File: src/rtl/word_assembler.sv
// Packs DATA_W-wide lanes into an NLANES-wide word with per-lane keep bits.
// A word closes when it fills, on in_last, or on flush, then is held until taken.
module word_assembler #(
  parameter int DATA_W    = 8,
  parameter int NLANES    = 4,
  parameter int MSB_FIRST = 0
) (
  input  logic                       clk,
  input  logic                       rst_n,
  input  logic                       in_valid,
  output logic                       in_ready,
  input  logic [DATA_W-1:0]          in_data,
  input  logic                       in_last,
  input  logic                       flush,
  output logic                       out_valid,
  input  logic                       out_ready,
  output logic [DATA_W*NLANES-1:0]   out_data,
  output logic [NLANES-1:0]          out_keep,
  output logic [$clog2(NLANES+1)-1:0] lane_cnt
);

  localparam int CNT_W = $clog2(NLANES + 1);

  typedef enum logic {FILL, HOLD} state_t;

  state_t                     r_state, w_state_next;
  logic [DATA_W*NLANES-1:0]   r_data, w_data_next;
  logic [NLANES-1:0]          r_keep, w_keep_next;
  logic [CNT_W-1:0]           r_cnt, w_cnt_next;
  logic [CNT_W-1:0]           w_cnt_inc;
  logic [CNT_W-1:0]           w_pos;
  logic                       w_xfer;

  assign in_ready  = (r_state == FILL);
  assign out_valid = (r_state == HOLD);
  assign out_data  = r_data;
  assign out_keep  = r_keep;
  assign lane_cnt  = r_cnt;

  assign w_xfer    = in_valid && in_ready;
  assign w_cnt_inc = r_cnt + CNT_W'(1);
  // Lane slot for the incoming transfer depends on fill direction.
  assign w_pos     = (MSB_FIRST != 0) ? (CNT_W'(NLANES - 1) - r_cnt) : r_cnt;

  always_ff @(posedge clk or negedge rst_n) begin
    if (!rst_n) begin
      r_state <= FILL;
      r_data  <= '0;
      r_keep  <= '0;
      r_cnt   <= '0;
    end else begin
      r_state <= w_state_next;
      r_data  <= w_data_next;
      r_keep  <= w_keep_next;
      r_cnt   <= w_cnt_next;
    end
  end

  always_comb begin
    w_state_next = r_state;
    w_data_next  = r_data;
    w_keep_next  = r_keep;
    w_cnt_next   = r_cnt;
    case (r_state)
      FILL: begin
        if (w_xfer) begin
          for (int i = 0; i < NLANES; i++) begin
            if (CNT_W'(i) == w_pos) begin
              w_data_next[i*DATA_W +: DATA_W] = in_data;
              w_keep_next[i]                  = 1'b1;
            end
          end
          w_cnt_next = w_cnt_inc;
          // A flush alongside a transfer closes the word with that lane included.
          if ((w_cnt_inc == CNT_W'(NLANES)) || in_last || flush) begin
            w_state_next = HOLD;
          end
        end else if (flush && (r_cnt != '0)) begin
          w_state_next = HOLD;
        end
      end
      HOLD: begin
        if (out_ready) begin
          w_state_next = FILL;
          w_data_next  = '0;
          w_keep_next  = '0;
          w_cnt_next   = '0;
        end
      end
    endcase
  end

endmodule

File: config.mk
export PLATFORM = sky130hd
export DESIGN_NAME = word_assembler
export DESIGN_NICKNAME = d
export VERILOG_FILES = /design/src/rtl/word_assembler.sv
export SDC_FILE = /design/constraint.sdc
export NUM_CORES = 1
export LEC_CHECK = 0
export ABC_CLOCK_PERIOD_IN_PS = 1700
export BUFFER_PORTS_ARGS = -buffer_cell sky130_fd_sc_hd__buf_2
export CORE_AREA = 2 2 101 79
export DETAILED_ROUTE_END_ITERATION = 16
export DIE_AREA = 0 0 103 81
export GPL_ROUTABILITY_DRIVEN = 1
export PLACE_DENSITY = 0.53
export REMOVE_ABC_BUFFERS = 1
export SYNTH_ARGS = -nofsm -noshare
export SYNTH_HDL_FRONTEND = slang
export SYNTH_SLANG_ARGS = --single-unit
File: constraint.sdc
create_clock -name clk -period 1.7 [get_ports clk]
set_input_delay 0 -clock clk [delete_from_list [all_inputs] [get_ports clk]]
set_output_delay 0 -clock clk [all_outputs]
set_load 0.05 [all_outputs]
Yosys cells after proc, flatten, opt, wreduce, memory -nomap -nowiden
Cells that the tools add are included.
{ "op_classes": {"bitwise": 1, "div_mod_pow": 0, "addsub": 1, "reduce_logical": 11, "magnitude_cmp": 0, "eq_ne": 10, "multipliers": 0, "shift": 0, "muxes": 22} }
{ "ops": {"columns": ["operator", "n"], "rows": [
  ["$mux 32", 2],
  ["$pmux 32 s2", 1],
  ["$mux 8", 4],
  ["$reduce_and 3->1", 4],
  ["$ne 2x1->1 const B", 5],
  ["$mux 1", 8],
  ["$mux 4", 2],
  ["$pmux 4 s2", 1],
  ["$eq 2x3->1 const A", 2],
  ["$mux 3", 2],
  ["$pmux 3 s2", 1],
  ["$add 3x1->3 const B", 1],
  ["$eq 1x3->1 const A", 1],
  ["$eq 3x3->1 const B", 1],
  ["$logic_not 3->1", 1],
  ["$reduce_bool 3->1", 1],
  ["$logic_and 1x1->1", 2],
  ["$logic_or 1x1->1", 2],
  ["$ne 2x2->1 const B", 1],
  ["$pmux 1 s2", 1],
  ["$reduce_and 2->1", 1],
  ["$not 1->1", 1]
]} }
{ "word_totals": {"inputBits": 14, "wordCells": 55, "memories": 0, "register_bits": 40, "romBits": 0, "ramBits": 0, "latch_bits": 0, "output_inout_bits": 41} }

Depth between registers and ports, before layout
Gate-level depths: netlist of run 1.
{ "logic_depth": {"ltp_word": 7, "ltp_mapped": 7, "depth_no_buf": 5} }

Worst setup path after synthesis of run 1
No wires, ideal clock.
{ "synth_timing": {"kind": "reg2reg", "start": "reg r_cnt[0] (netlist: lane_cnt[0])", "end": "reg r_keep[0] (netlist: out_keep[0])", "synth_period_minus_slack_ps": 1755, "arrival_ps": 1637, "stages_incl_launch_ff": 7, "n_path_buf": 2, "setup_time_ps": 118, "slack_ps": -55, "required_ps": 1582, "path_cell_list": "dfrtp_1 -> inv_1 -> ha_1 -> and4bb_1 -> buf_2 -> buf_6 -> a21o_1"} }
{ "synth_via": {"elab_chain_cells": 3} }
{ "synth_lines": {"columns": ["item", "line", "text"], "rows": [
  ["start, declared", "29", "logic [CNT_W-1:0] r_cnt, w_cnt_next;"],
  ["start signal, assigned", "55", "r_cnt <= w_cnt_next;"],
  ["$logic_not 3->1", "68", "if (CNT_W'(i) == w_pos) begin"],
  ["$ne 2x1->1 (no line)", null, null],
  ["$reduce_and 3->1 (no line)", null, null],
  ["end signal, assigned", "54", "r_keep <= w_keep_next;"],
  ["end, declared", "28", "logic [NLANES-1:0] r_keep, w_keep_next;"]
]} }
Every way passes these cells.
A chain may end at the register's enable or synchronous reset.

Final worst setup path of run 1
{ "layout_timing": {"start": "reg r_cnt[0] (netlist: lane_cnt[0])", "end": "reg r_data[31] (netlist: out_data[31])"} }
{ "layout_via": {"elab_chain_cells": 3} }
{ "layout_lines": {"columns": ["item", "line", "text"], "rows": [
  ["$eq 2x3->1", "68", null],
  ["$ne 2x1->1 (no line)", null, null],
  ["$reduce_and 3->1 (no line)", null, null],
  ["end signal, assigned", "53", "r_data <= w_data_next;"],
  ["end, declared", "27", "logic [DATA_W*NLANES-1:0] r_data, w_data_next;"]
]} }
Every way passes these cells.

==> summary.md, run 1 <==
| Metric | Value |
|---|---|
| Vias | `1407` |
| Min-Delay Path Class | `input pin to flop` |
| Total track usage | `11.3%` |
| Post-Route WL | `4340 µm` |
| Reg2reg setup slack | `0.20 ns` |
| GR Overflow Total | `0` |
| Clk Latency, worst-skew pair | `0.29 ns` |
| Final hold vios | `0` |
| Die Y | `81 µm` |
| CP Data Required Time | `1.85 ns` |
| Commonest non-fill, non-tap cell in the layout | `nand2_1` |
| H-tree Lvls | `2` |
| Drt initial violations | `60` |
| Slowest cell on crit path | `dfrtp_1` |
| Placement Setup Slack | `-0.0391 ns` |
| Seq/Total Area, Yosys | `55.9%` |
| Hold Path Sink | `out_valid` |
| Fillers | `828` |
| Post-synthesis cell area | `1790 µm²` |
| Pin count of the biggest net entering global routing | `31` |
| Layout cells sized above 1 | `29.8%` |
| Crit path DAT | `1.65 ns` |
| R2R Path End | `out_data[31]` |
| Crit path largest cell delay | `0.45 ns` |
| Clk sinks | `40` |
| Placer congestion estimate | `0.828` |
| Initial Util | `23.9%` |
| Fmax | `666 MHz` |
| Status | `complete, no violations` |
| Routed WL per cell | `12.4 µm` |
| Post-CTS Setup Bufs | `0` |
| DRC violations left | `0` |
| Area Overhead vs Synth | `29.8%` |
| Worst-Margin Slew | `0.700 ns` |
| Skew final | `0.0123 ns` |
| NumNets Final | `264` |
| Reg2reg path depth | `5` |
| Crit. End Element | `flop` |
| Root Driver | `clkbuf_8` |
| Die Wd | `103 µm` |
| Die area | `8340 µm²` |
| Total of max-cap violations | `0` |
| Period utilisation layout | `88.3%` |
| Final Cell Area | `2320 µm²` |
| Num rows | `28` |
| Yosys warning total | `0` |
| Most frequent cell on the critical path | `ha_1` |
| Slew HR | `53.4%` |
| Avg Synthesized Cell Area | `9.84 µm²` |
| Placeable core area | `7500 µm²` |
| Critical Path, Cell by Cell | `ha_1, ha_1, and3b_2, nand2_1, o21ai_0` |
| Post-Layout Cell Count | `350` |
| Initial antenna violation count | `0` |
| DP HPWL | `3130 µm` |
| Total leakage power | `1.19 nW` |
| Antenna cell count | `0` |
| PwrDens | `1920 nW/µm²` |
| #FFs+latches synth | `40` |
| Port Buf Inserts | `54` |
| Register clock-pin slew on the reported worst setup and hold paths | `0.07 ns` |
| Pins Over Slew Limit | `0` |
| RR Startpoint | `lane_cnt[0]` |
| Tot Pwr | `4.45 mW` |
| Drt pass-1 iters | `4` |
| Num CTS Buffers | `5` |
| RSZ-0062 raised after global routing | `false` |
| Critical path type | `flop to flop` |
| Gate Count Post-Synth | `182` |
| Cells after DPL | `332` |
| Post-DR vias/cell | `4.02` |
| Routed Antenna Nets | `0` |
| PnR worst setup slack | `0.198 ns` |
| Clock buffer depth | `2` |
| WHS | `0.0542 ns` |
| Vias in the first global route | `1421` |
| Startpoint Class | `flop` |
| Setup violators final | `0` |
| Commonest non-fill, non-tap cells in the layout | `nand2_1, buf_2, dfrtp_1, o21ai_0, dlygate4sd3_1` |
| Cell variety after synth | `25` |
| Io pins | `55` |
| Crit path time final | `1.50 ns` |
| CTS tree | `built` |
| Post-DP Area | `2100 µm²` |
| Crit path max fanout | `17` |
| Global-route wire length before repair | `7160 µm` |
| Worst vdd ir | `0.616 mV` |
| Hold path startpoint | `flush` |
| Hold depth | `3` |
[synth_stat cells]
| cell | number | share of area [%] |
|---|---|---|
| nand2_2 | 1 | 0.35 |
| nand2b_1 | 1 | 0.35 |
| or2_2 | 1 | 0.35 |
| dfrtp_1 | 40 | 56 |
| ha_1 | 6 | 4.2 |
| a21o_1 | 4 | 1.7 |
| o21ai_2 | 1 | 0.49 |
| and3b_1 | 1 | 0.49 |
| inv_1 | 5 | 1.0 |
| o31ai_1 | 1 | 0.42 |
| and4bb_2 | 1 | 0.70 |
| mux2i_1 | 2 | 1.1 |
| buf_4 | 1 | 0.42 |
| buf_2 | 4 | 1.1 |
| buf_8 | 1 | 0.84 |
| a31oi_1 | 1 | 0.35 |
| o22ai_1 | 2 | 0.70 |
| o21ai_1 | 3 | 0.84 |
| a211oi_1 | 1 | 0.42 |
| buf_6 | 7 | 4.4 |
| nand2_1 | 65 | 14 |
| a21oi_1 | 2 | 0.56 |
| and4bb_1 | 2 | 1.4 |
| or2b_1 | 1 | 0.42 |
| o21ai_0 | 28 | 7.8 |
[layer usage]
layer	global-route usage [%]	vias up	wire length [µm]
li1	-	719	-
met1	15.2	652	2130
met2	17.7	34	1920
met3	3.53	2	278
met4	2.76	0	19
met5	0	-	0
[critical path, delay by kind of cell (launching register included)]
kind	cells	cell delay, ns
compound gates	1	0.08
fa+ha+maj	2	0.41
flops	1	0.45
simple gates	2	0.43
[final cells by class]
type	instances	area, µm²	area share, %
clock buffers	6	82.6	3.55
flip-flops and latches	40	1000	43.1
inverters	5	18.8	0.808
multi-input cells	124	651	28.0
clock inverters	2	38.8	1.67
repair buffers	68	400	17.2
well taps	105	131	5.65
[repair_timing]
action / in CTS / in global routing
hold endpoints to repair: 62 / 0
resized for setup: 1 / 2
hold buffers: 10 / 0
setup endpoints to repair: 6 / 12
[state kept, by name (all words and copies together), names as in the netlist]
register   cells
out_valid      1
out_keep       4
out_data      32
lane_cnt       3
[worst max path at each step]
stage | startpoint | endpoint | slack, ns
after global routing | lane_cnt[1] | out_data[15] | 0.07
after global placement | lane_cnt[0] | out_data[31] | 0.01
final | lane_cnt[0] | out_data[31] | 0.20
after CTS | lane_cnt[1] | out_data[6] | 0.06
after detailed placement | lane_cnt[0] | out_data[27] | -0.04
after floorplan | lane_cnt[0] | out_data[24] | -0.007
[metrics by stage]
step	TNS [ns]	utilization (%)
2_1_floorplan	-0.0499	-
3_3_place_gp	0	28.0
3_5_place_dp	-0.121	28.0
4_1_cts	0	31.0
5_1_grt	0	31.0
6_report	0	31.0
[power by group]
group / switching [mW] / internal [mW]
Sequential: 0.209 / 1.25
Clock: 0.340 / 0.480
Combinational: 1.66 / 0.513
Total: 2.21 / 2.24
[cells by family (layout without fill, tap and decap cells)]
family	count (synthesis)	count (layout)	synth area share, %
AOI/OAI and AO/OA	43	43	13.3
adders and majority gates	6	6	4.19
buffers and inverters	18	81	7.83
DFF	40	40	55.9
muxes	2	2	1.12
and+or+nand+nor	73	73	17.7
Note: power is estimated with default switching activity, not from simulation.
==> run 2, diff against run 1 <==
--- a/config.mk
+++ b/config.mk
@@ -13,4 +13,5 @@
 export GPL_ROUTABILITY_DRIVEN = 1
 export PLACE_DENSITY = 0.53
+export RECOVER_POWER = 100
 export REMOVE_ABC_BUFFERS = 1
 export SYNTH_ARGS = -nofsm -noshare
==> constraint.sdc (replaced) <==
create_clock -name clk -period 1.7 [get_ports clk]
set_input_delay 0 -clock clk [delete_from_list [all_inputs] [get_ports clk]]
set_output_delay 0 -clock clk [all_outputs]
set_load 0.005 [all_outputs]
==> run 2 against run 1 <==
Net effect: routed wire length up 0.25%; clock skew about the same; worst setup slack worse by 0.00054 ns; maximum frequency about the same; register-to-register slack about the same; power down 26%; sequential power about the same; die area unchanged; largest cell class unchanged.
==> summary.md, run 2 (synthesized netlist as in run 1, its figures left out) <==
| Metric | Value |
|---|---|
| Status | `complete, no violations` |
| Comb pwr share | `30.8% (-18 points)` |
| Tot Pwr | `3.30 mW (-26%)` |
| Placer congestion estimate | `0.828 (unchanged)` |
| Io pins | `55 (unchanged)` |
| NumNets Final | `264 (unchanged)` |
| Initial antenna violation count | `0 (unchanged)` |
| DRC violations left | `0 (unchanged)` |
| Fmax | `666 MHz (about the same)` |
| Hold depth | `3 (unchanged)` |
| Area Overhead vs Synth | `27.4%` |
| Crit. End Element | `flop` |
| Post-DR vias/cell | `4.05 (+0.71%)` |
| Worst vdd ir | `0.410 mV (-33%)` |
| Cell-internal power | `2.17 mW (-3.3%)` |
| Placement Setup Slack | `-0.0391 ns (unchanged)` |
| Vias | `1417 (+0.71%)` |
| Reg power frac | `44.4% (+12 points)` |
| Max reg flops | `32 (unchanged)` |
| Post-Route WL | `4360 µm (+0.25%)` |
| Post-CTS Setup Bufs | `0 (unchanged)` |
| Pins Over Slew Limit | `0 (unchanged)` |
| Register clock-pin slew on the reported worst setup and hold paths | `0.07 ns (about the same)` |
| Clock buffer depth | `2 (unchanged)` |
| Routed Antenna Nets | `0 (unchanged)` |
| Drt pass-1 iters | `4 (unchanged)` |
| GR Overflow Total | `0 (unchanged)` |
| Fillers | `836 (+0.97%)` |
| Slew HR | `48.3% (-5.1 points)` |
| Commonest non-fill, non-tap cells in the layout | `nand2_1, dfrtp_1, o21ai_0, buf_2, clkbuf_1` |
| Global-route wire length before repair | `7160 µm (unchanged)` |
| Skew final | `0.0125 ns (+0.000160 ns)` |
| Antenna cell count | `0 (unchanged)` |
| Crit path time final | `1.50 ns (+0.000543 ns)` |
| Placeable core area | `7500 µm² (unchanged)` |
| Startpoint Class | `flop` |
| H-tree Lvls | `2 (unchanged)` |
| Initial Util | `23.9% (unchanged)` |
| PnR worst setup slack | `0.198 ns (-0.000543 ns)` |
| PwrDens | `1450 nW/µm² (-24%)` |
| Final hold vios | `0 (unchanged)` |
| Crit path DAT | `1.65 ns (about the same)` |
| Die area | `8340 µm² (unchanged)` |
| Routed WL per cell | `12.4 µm (+0.25%)` |
| Pin count of the biggest net entering global routing | `31 (unchanged)` |
| Sw Share | `34.3% (-15 points)` |
| Commonest non-fill, non-tap cell in the layout | `nand2_1` |
| Reg2reg path depth | `5 (unchanged)` |
| Total track usage | `11.3% (unchanged)` |
| Clk sinks | `40 (unchanged)` |
| DP HPWL | `3130 µm (unchanged)` |
| Period utilisation layout | `88.4% (about the same)` |
| Die Y | `81 µm (unchanged)` |
| Clk Latency, worst-skew pair | `0.29 ns (about the same)` |
| Drt initial violations | `72 (+20%)` |
| Total leakage power | `1.08 nW (-9.0%)` |
| CP Data Required Time | `1.85 ns (about the same)` |
| Crit path max fanout | `17 (unchanged)` |
| Num rows | `28 (unchanged)` |
| Reg2reg setup slack | `0.20 ns (about the same)` |
| Num CTS Buffers | `5 (unchanged)` |
| Die Wd | `103 µm (unchanged)` |
| Root Driver | `clkbuf_8` |
| CTS tree | `built` |
| Worst-Margin Slew | `0.776 ns (+0.0760 ns)` |
| Vias in the first global route | `1421 (unchanged)` |
| Total of max-cap violations | `0 (unchanged)` |
| Clock power frac | `24.8% (+6.4 points)` |
| Min-Delay Path Class | `input pin to flop` |
| Critical path type | `flop to flop` |
| Layout cells sized above 1 | `18.4% (-11 points)` |
| Port Buf Inserts | `54 (unchanged)` |
| Switching power | `1.13 mW (-49%)` |
| Setup violators final | `0 (unchanged)` |
| RSZ-0062 raised after global routing | `false` |
[run 2: cell count changes in the layout (fill, tap and decap cells not counted)]
| cell | change |
|---|---|
| clkbuf_1 | +27 |
| o21ai_1 | -3 |
| clkbuf_2 | +1 |
| o21ai_2 | -1 |
| buf_4 | -2 |
| buf_2 | -26 |
| o21ai_0 | +4 |
[run 2: power by group through the flow]
stage | combinational [mW] | sequential, mW | clock (mW)
after floorplan | 0.520 | 1.56 | 0
after global placement | 1.08 | 1.48 | 0
after detailed placement | 1.10 | 1.48 | 0
after CTS | 1.12 | 1.47 | 0.851
after global routing | 1.19 | 1.52 | 0.882
final | 1.02 | 1.47 | 0.820
[run 2: layout make-up]
cell class	instances	area (µm²)	area share, %
Sequential cell	40	1000	43.9
Multi-Input combinational cell	124	647	28.4
Timing Repair Buffer	68	362	15.9
Tap cell	105	131	5.76
Clock buffer	6	82.6	3.62
Clock inverter	2	38.8	1.70
Inverter	5	18.8	0.823
[run 2: repair_timing]
| action | in CTS | in global routing |
|---|---|---|
| gates resized for setup | 1 | 2 |
| hold buffers | 10 | 0 |
| endpoints found under the hold margin | 62 | 0 |
| pin swaps | 0 | 0 |
| endpoints found under the setup margin | 6 | 12 |
[run 2: worst paths after layout]
path	startpoint	endpoint
worst max register to register	lane_cnt[0]	out_data[31]
max in group asynchronous	rst_n	out_data[23]
worst min-delay path	flush	out_valid
worst min register to register	out_keep[0]	out_keep[0]
worst max-delay path	lane_cnt[0]	out_data[31]
min in group asynchronous	rst_n	out_data[8]
[run 2: metal layers]
metal / vias to the layer above / track usage (%) / routed length [µm]
met2: 35 / 17.7 / 1920
met5: - / 0 / 0
met4: 0 / 2.76 / 19
met3: 2 / 3.53 / 288
met1: 661 / 15.2 / 2130
li1: 719 / - / -
[run 2: worst max-delay path, stage by stage, from the launching register on]
cell and delay, ns:
dfrtp_1 0.45, ha_1 0.24, ha_1 0.17, and3b_2 0.33, nand2_1 0.10, o21ai_0 0.08
[run 2: stage by stage]
stage	instances	utilization [%]	cell area [µm²]	TNS (ns)	hold WS (ns)
final	350	30.4	2280	0	0.0546
after global routing	350	30.4	2280	0	0.0782
after CTS	350	31.0	2320	0	0.0389
after detailed placement	332	28.0	2100	-0.121	0.0933
after global placement	332	28.0	2100	0	0.0823
after floorplan	169	-	1670	0	-0.296
